File: src/rtl/mips_pkg.sv
// Shared definitions for the MIPS multiply/divide unit:
// op codes, FSM state encoding and the default datapath width.
package mips_pkg;

  localparam int MD_WIDTH = 32;

  localparam logic [2:0] OP_MULT  = 3'd0;
  localparam logic [2:0] OP_MULTU = 3'd1;
  localparam logic [2:0] OP_DIV   = 3'd2;
  localparam logic [2:0] OP_DIVU  = 3'd3;
  localparam logic [2:0] OP_MTHI  = 3'd4;
  localparam logic [2:0] OP_MTLO  = 3'd5;

  typedef enum logic [1:0] {
    ST_IDLE = 2'd0,
    ST_CALC = 2'd1,
    ST_FIX  = 2'd2
  } state_t;

endpackage

File: src/rtl/muldiv_iter.sv
// One iteration of the mul/div datapath on a 2*W accumulator.
// Ports: mode (1=divide, only with MULDIV_DIV_EN), acc, opnd -> acc_nxt.
// mul: acc={partial,multiplier}; add opnd on lsb, shift right.
// div: acc={rem,dividend/quot}; shift left, restoring subtract.
module muldiv_iter #(
  parameter int W = 32
) (
`ifdef MULDIV_DIV_EN
  input  logic           mode,
`endif
  input  logic [2*W-1:0] acc,
  input  logic [W-1:0]   opnd,
  output logic [2*W-1:0] acc_nxt
);

  logic [W:0]     sum;
  logic [2*W-1:0] mul_nxt;

  always_comb begin
    sum = {1'b0, acc[2*W-1:W]};
    if (acc[0]) sum = sum + {1'b0, opnd};
    mul_nxt = {sum, acc[W-1:1]};
  end

`ifdef MULDIV_DIV_EN
  logic [W:0]     diff;
  logic [2*W-1:0] div_nxt;

  always_comb begin
    diff = acc[2*W-1:W-1] - {1'b0, opnd};
    if (!diff[W])
      div_nxt = {diff[W-1:0], acc[W-2:0], 1'b1};
    else
      div_nxt = {acc[2*W-2:0], 1'b0};
    acc_nxt = mode ? div_nxt : mul_nxt;
  end
`else
  always_comb acc_nxt = mul_nxt;
`endif

endmodule

File: src/rtl/muldiv_unit.sv
// Iterative MULT/MULTU/DIV/DIVU/MTHI/MTLO unit owning HI/LO.
// Ports: clk, rst (sync, high), start, op, a, b -> busy, done,
// hi, lo, div_by_zero. `define MULDIV_DIV_EN enables divide;
// without it DIV/DIVU act as reserved ops.
module muldiv_unit
  import mips_pkg::*;
#(
  parameter int WIDTH = MD_WIDTH
) (
  input  logic             clk,
  input  logic             rst,
  input  logic             start,
  input  logic [2:0]       op,
  input  logic [WIDTH-1:0] a,
  input  logic [WIDTH-1:0] b,
  output logic             busy,
  output logic             done,
  output logic [WIDTH-1:0] hi,
  output logic [WIDTH-1:0] lo,
  output logic             div_by_zero
);

  localparam int CW = (WIDTH > 1) ? $clog2(WIDTH) : 1;
  localparam int W2 = 2 * WIDTH;

  state_t           state;
  state_t           state_nxt;
  logic [CW-1:0]    cnt;
  logic [W2-1:0]    acc;
  logic [W2-1:0]    acc_nxt;
  logic [WIDTH-1:0] opnd;
  logic             is_div;
  logic             neg_q;
  logic             neg_r;
  logic             pend;
  logic             pend_dbz;

  logic             accept;
  logic             dec_mul;
  logic             dec_div;
  logic             dec_mthi;
  logic             dec_mtlo;
  logic             b_zero;
  logic             sgn;
  logic             sa;
  logic             sb;
  logic             iter_go;
  logic [WIDTH-1:0] mag_a;
  logic [WIDTH-1:0] mag_b;
  logic [W2-1:0]    prod;
  logic [WIDTH-1:0] quo;
  logic [WIDTH-1:0] rem;

  always_comb begin
    accept   = (state == ST_IDLE) && start;
    dec_mul  = (op == OP_MULT) || (op == OP_MULTU);
`ifdef MULDIV_DIV_EN
    dec_div  = (op == OP_DIV) || (op == OP_DIVU);
`else
    dec_div  = 1'b0;
`endif
    dec_mthi = (op == OP_MTHI);
    dec_mtlo = (op == OP_MTLO);
    b_zero   = (b == '0);
    sgn      = (op == OP_MULT) || (op == OP_DIV);
    sa       = sgn & a[WIDTH-1];
    sb       = sgn & b[WIDTH-1];
    mag_a    = sa ? -a : a;
    mag_b    = sb ? -b : b;
    iter_go  = accept &&
               (dec_mul || (dec_div && !b_zero));
  end

  // Sign fix-up: products negate as one 2W value,
  // quotient and remainder negate independently.
  always_comb begin
    prod = neg_q ? -acc : acc;
    quo  = neg_q ? -acc[WIDTH-1:0] : acc[WIDTH-1:0];
    rem  = neg_r ? -acc[W2-1:WIDTH] : acc[W2-1:WIDTH];
  end

  muldiv_iter #(
    .W       (WIDTH)
  ) u_iter (
`ifdef MULDIV_DIV_EN
    .mode    (is_div),
`endif
    .acc     (acc),
    .opnd    (opnd),
    .acc_nxt (acc_nxt)
  );

  always_ff @(posedge clk) begin
    if (rst) state <= ST_IDLE;
    else     state <= state_nxt;
  end

  always_comb begin
    state_nxt = state;
    unique case (state)
      ST_IDLE: if (iter_go) state_nxt = ST_CALC;
      ST_CALC: if (cnt == '0) state_nxt = ST_FIX;
      ST_FIX:  state_nxt = ST_IDLE;
      default: state_nxt = ST_IDLE;
    endcase
  end

  always_comb begin
    busy = (state != ST_IDLE);
  end

  always_ff @(posedge clk) begin
    if (rst) begin
      cnt         <= '0;
      acc         <= '0;
      opnd        <= '0;
      is_div      <= 1'b0;
      neg_q       <= 1'b0;
      neg_r       <= 1'b0;
      pend        <= 1'b0;
      pend_dbz    <= 1'b0;
      hi          <= '0;
      lo          <= '0;
      done        <= 1'b0;
      div_by_zero <= 1'b0;
    end else begin
      done     <= 1'b0;
      pend     <= 1'b0;
      pend_dbz <= 1'b0;
      unique case (state)
        ST_IDLE: begin
          if (accept) begin
            if (!(dec_div && b_zero))
              div_by_zero <= 1'b0;
            unique case (1'b1)
              dec_mul: begin
                acc    <= {{WIDTH{1'b0}}, mag_b};
                opnd   <= mag_a;
                neg_q  <= sa ^ sb;
                neg_r  <= 1'b0;
                is_div <= 1'b0;
                cnt    <= CW'(WIDTH - 1);
              end
              dec_div: begin
                if (b_zero) begin
                  pend     <= 1'b1;
                  pend_dbz <= 1'b1;
                end else begin
                  acc    <= {{WIDTH{1'b0}}, mag_a};
                  opnd   <= mag_b;
                  neg_q  <= sa ^ sb;
                  neg_r  <= sa;
                  is_div <= 1'b1;
                  cnt    <= CW'(WIDTH - 1);
                end
              end
              dec_mthi: begin
                hi   <= a;
                pend <= 1'b1;
              end
              dec_mtlo: begin
                lo   <= a;
                pend <= 1'b1;
              end
              default: pend <= 1'b1;
            endcase
          end
        end
        ST_CALC: begin
          acc <= acc_nxt;
          if (cnt != '0) cnt <= cnt - 1'b1;
        end
        ST_FIX: begin
          if (is_div) begin
            hi <= rem;
            lo <= quo;
          end else begin
            hi <= prod[W2-1:WIDTH];
            lo <= prod[WIDTH-1:0];
          end
          done <= 1'b1;
        end
        default: ;
      endcase
      // Completion of a single-cycle op accepted last edge;
      // placed last so its flag survives a same-edge accept.
      if (pend) begin
        done <= 1'b1;
        if (pend_dbz) div_by_zero <= 1'b1;
      end
    end
  end

endmodule

File: config.mk
export PLATFORM = sky130hd
export DESIGN_NAME = muldiv_unit
export DESIGN_NICKNAME = d
export VERILOG_FILES = /design/src/rtl/mips_pkg.sv /design/src/rtl/muldiv_iter.sv /design/src/rtl/muldiv_unit.sv
export SDC_FILE = /design/constraint.sdc
export NUM_CORES = 1
export LEC_CHECK = 0
export CORE_MARGIN = 2
export CORE_UTILIZATION = 61
export DETAILED_ROUTE_END_ITERATION = 8
export GPL_TIMING_DRIVEN = 0
export PLACE_DENSITY = 0.83
export SLEW_MARGIN = 20
export SYNTH_ARGS = -nofsm -noshare
export SYNTH_HDL_FRONTEND = slang
export SYNTH_SLANG_ARGS = --single-unit
File: constraint.sdc
create_clock -name clk -period 6.27 [get_ports clk]
set_input_delay 1.254 -clock clk [delete_from_list [all_inputs] [get_ports clk]]
set_output_delay 1.254 -clock clk [all_outputs]
set_load 0.1 [all_outputs]
==> flow_summary.yaml <==
status:
  outcome: "completed"
floorplanning:
  die_y_um: 139.8
  start_util_pct: 62.38
  core_area_mm2: 0.01802
  io_pins: 137
  die_w_um: 139.8
  dieArea_mm2: 0.01954
  num_rows: 49
sta:
  period_share_pct: 66.36
  final.setup.tns_ns: 0
  fin_skew_ns: 0.01507
  max_freq_mhz: 240.3
  setup_viol: 0
  max_slew_margin_pct: 28.15
  tightest_slew_ns: 1.074
  fin_crit_ns: 4.161
  hold_viol: 0
  drv_slew: 0
  rsz0062_at_grt: "no"
clock_tree:
  cts_tree: "yes"
  cts_buffer_depth: 2
  cts_resized: 0
  clkLatencyLatePin_ns: 0.46
  cts_buffers: 17
  h-tree-depth: 4
  clock_sinks: 170
  hold_buffers: 0
  post_cts_buffers: 0
  clock-root-buffer: "clkbuf_16"
  clk_pin_slew_ns: 0.08
critical_path:
  start_kind: "input port"
  crit_path_start: "a[0]"
  endpoint_kind: "register"
  cp_max_fo: 6
  slowest_delay_ns: 0.70
  critPathRequiredTime_ns: 6.63
  crit_end: "opnd[30]$_SDFFE_PP0P_"
  r2r_start: "acc[0]$_SDFFE_PP0P_"
  reg2regPathDepth: 9
  cp_slowest_cell: "nor4_1"
  crit_arrival_ns: 4.52
  ff2ff_setup_slack_ns: 2.48
  path_cells: "clkdlybuf4s50_1, inv_1, ha_1, nand2_1, nor4_1, nand2_1, nor3_1, a31oi_1, xnor2_1, a211oi_1"
  crit_top_cell: "nand2_1"
  critPathKind: "input port to register"
  reg2reg_to: "hi[24]$_SDFFE_PP0P_"
finish:
  fin_nets: 1716
  multi_input_area_mm2: 0.007347
  drive_above_1_share_pct: 3.948
  fin_area_mm2: 0.01347
  seq_area_mm2: 0.003403
  postLayoutCoreUtil_pct: 74.72
  area_delta_synth_final_pct: 19.77
  fill_cells: 1433
  antennaDiodeCount: 0
drt:
  detail-route-antenna-nets: 0
  drt_iter0_markers: 2032
  top_layer: "met4"
  dr.pass1.iters: 9
  met2WireLength_um: 19340
  viasPerCell: 7.039
  vias: 13020
  drcViolationCount: 0
  wl_um: 44270
  wl_met3_um: 5896
  wl_met1_um: 16160
  wire_per_inst_um: 23.93
placement:
  dpl-instance-area_mm2: 0.01286
  hpwl_um: 33390
  port_buffers: 133
  gp_congestion: 1.025
worst_hold_path:
  holdCritStartpoint: "hi[19]$_SDFFE_PP0P_"
  min_path_type: "register to register"
  whs_path_depth: 1
power:
  p_per_area_mw_per_mm2: 216.8
  peakVddDrop_v: 0.0001945
  p_leak_uw: 0.004817
yosys:
  syn-num-nets: 1564
  ys.flop_type: "dfxtp_1"
  ys_ff_latch: 170
  ys_warn_count: 0
  synth_cells: 1456
  avgSynthCellArea_um2: 7.723
  syn_area_mm2: 0.01124
  ys_seq_area_share_pct: 30.27
  synth-edff-count: 0
  synth-async-reset-ratio_pct: 0
  synth_cell_types: 75
global_route:
  grt_usage_pct: 44.22
  grt_overflow: 0
  antenna_found_initial: 0
  grt_pass1_wl_um: 67650
  grt_pass1_vias: 12320
  grt_max_degree: 19
job:
  maxCapViolations: 0
logic make-up after synthesis:
kind of cell | after synthesis | synth area share [%]
DFF | 170 | 30.27
adders and majority gates | 38 | 4.295
and+or+nand+nor | 496 | 20.84
muxes | 11 | 1.013
buffers and inverters | 128 | 4.395
other | 1 | 0.03335
xor gates and xnor gates | 133 | 10.36
AOI/OAI and AO/OA | 479 | 28.80
report_power, final:
group          leakage (uW)  switching [uW]  internal [uW]
registers           0.00138            39.5           1120
logic               0.00314             453            198
clock network      0.000295             538            573
total               0.00482            1030           1890
final cells by class:
type / instances / share of cell area (%)
plain buffers: 106 / 3.056
clock buffers: 17 / 3.159
clock inverters: 15 / 1.338
inverters: 22 / 0.6132
multi-input cells: 1158 / 54.55
flip-flops and latches: 170 / 25.27
well taps: 229 / 2.127
repair buffers: 133 / 9.885
synthesized netlist by cell type (all sizes together), types with 9 or more instances:
library cell / n / area share, %
a211oi: 61 / 4.1
a21o: 11 / 0.73
a21oi: 129 / 5.7
a222oi: 32 / 2.8
a22oi: 20 / 1.3
a31oi: 10 / 0.56
and3: 9 / 0.50
clkbuf: 98 / 3.3
dfxtp: 170 / 30
ha: 37 / 4.1
inv: 22 / 0.73
nand2: 110 / 3.7
nand2b: 12 / 0.67
nand3: 24 / 1.1
nand4: 10 / 0.56
nor2: 210 / 7.0
nor2b: 14 / 0.78
nor3: 31 / 1.4
nor4: 14 / 0.89
o21ai: 85 / 3.8
o22ai: 15 / 0.83
o31ai: 34 / 2.4
o41ai: 19 / 1.6
or3: 16 / 0.89
or4: 22 / 1.6
xnor2: 54 / 4.2
xor2: 79 / 6.2
worst min path at each step:
stage                             to  slack [ns]
3_5_place_dp     hi[19]$_SDFFE_PP0P_        0.44
4_1_cts          hi[19]$_SDFFE_PP0P_        0.46
2_1_floorplan        done$_SDFF_PP0_        0.42
3_3_place_gp     hi[19]$_SDFFE_PP0P_        0.44
5_1_grt        opnd[17]$_SDFFE_PP0P_        0.48
6_report         hi[19]$_SDFFE_PP0P_        0.46
stage by stage:
| step | instances | setup slack, ns | hold slack [ns] | total power [uW] |
|---|---|---|---|---|
| 2_1_floorplan | 1456 | 2.790 | 0.4161 | 1579 |
| 3_3_place_gp | 1818 | 2.030 | 0.4360 | 1792 |
| 3_5_place_dp | 1818 | 1.941 | 0.4446 | 1802 |
| 4_1_cts | 1850 | 2.343 | 0.4622 | 2876 |
| 5_1_grt | 1850 | 1.982 | 0.4838 | 2975 |
| 6_report | 1850 | 2.109 | 0.4598 | 2919 |
worst max-delay path: cells and delay by family:
| family | cells | cell delay, ns |
|---|---|---|
| buf+inv | 2 | 0.74 |
| simple gates | 4 | 1.76 |
| fa+ha+maj | 1 | 0.18 |
| compound gates | 2 | 0.41 |
| xor+xnor | 1 | 0.17 |
sequential cells by signal, summed over array words and instances, names as in the netlist:
| register | cells |
|---|---|
| acc | 64 |
| hi | 32 |
| lo | 32 |
| opnd | 32 |
| cnt | 5 |
| state | 2 |
| done | 1 |
| neg_q | 1 |
| pend | 1 |
routing by layer:
layer | vias to the layer above | GRT usage, %
met5 | - | 0
met3 | 259 | 10.94
met1 | 5991 | 56.51
li1 | 5695 | -
met4 | 0 | 24.53
met2 | 1077 | 68.47
placed cells by master (no fill, tap or decap), types with 5 or more instances in the layout:
cell type          n
a211oi_1          61
a21o_1            11
a21oi_1          129
a221oi_1           7
a222oi_1          32
a22oi_1           20
a31oi_1           10
and2_1             5
and3_1             9
clkbuf_1          98
clkbuf_16         17
clkdlybuf4s50_1  133
dfxtp_1          170
ha_1              37
inv_1             22
mux2i_1            8
nand2_1          109
nand2b_1          12
nand3_1           24
nand4_1           10
nor2_1           210
nor2b_1           14
nor3_1            30
nor4_1            12
o211ai_1           7
o21ai_0           83
o22ai_1           15
o31ai_1           32
o41ai_1           17
or2_2              8
or3_1             16
or4_1             18
xnor2_1           54
xor2_1            79
No activity file was read; power rests on OpenSTA's default activity.
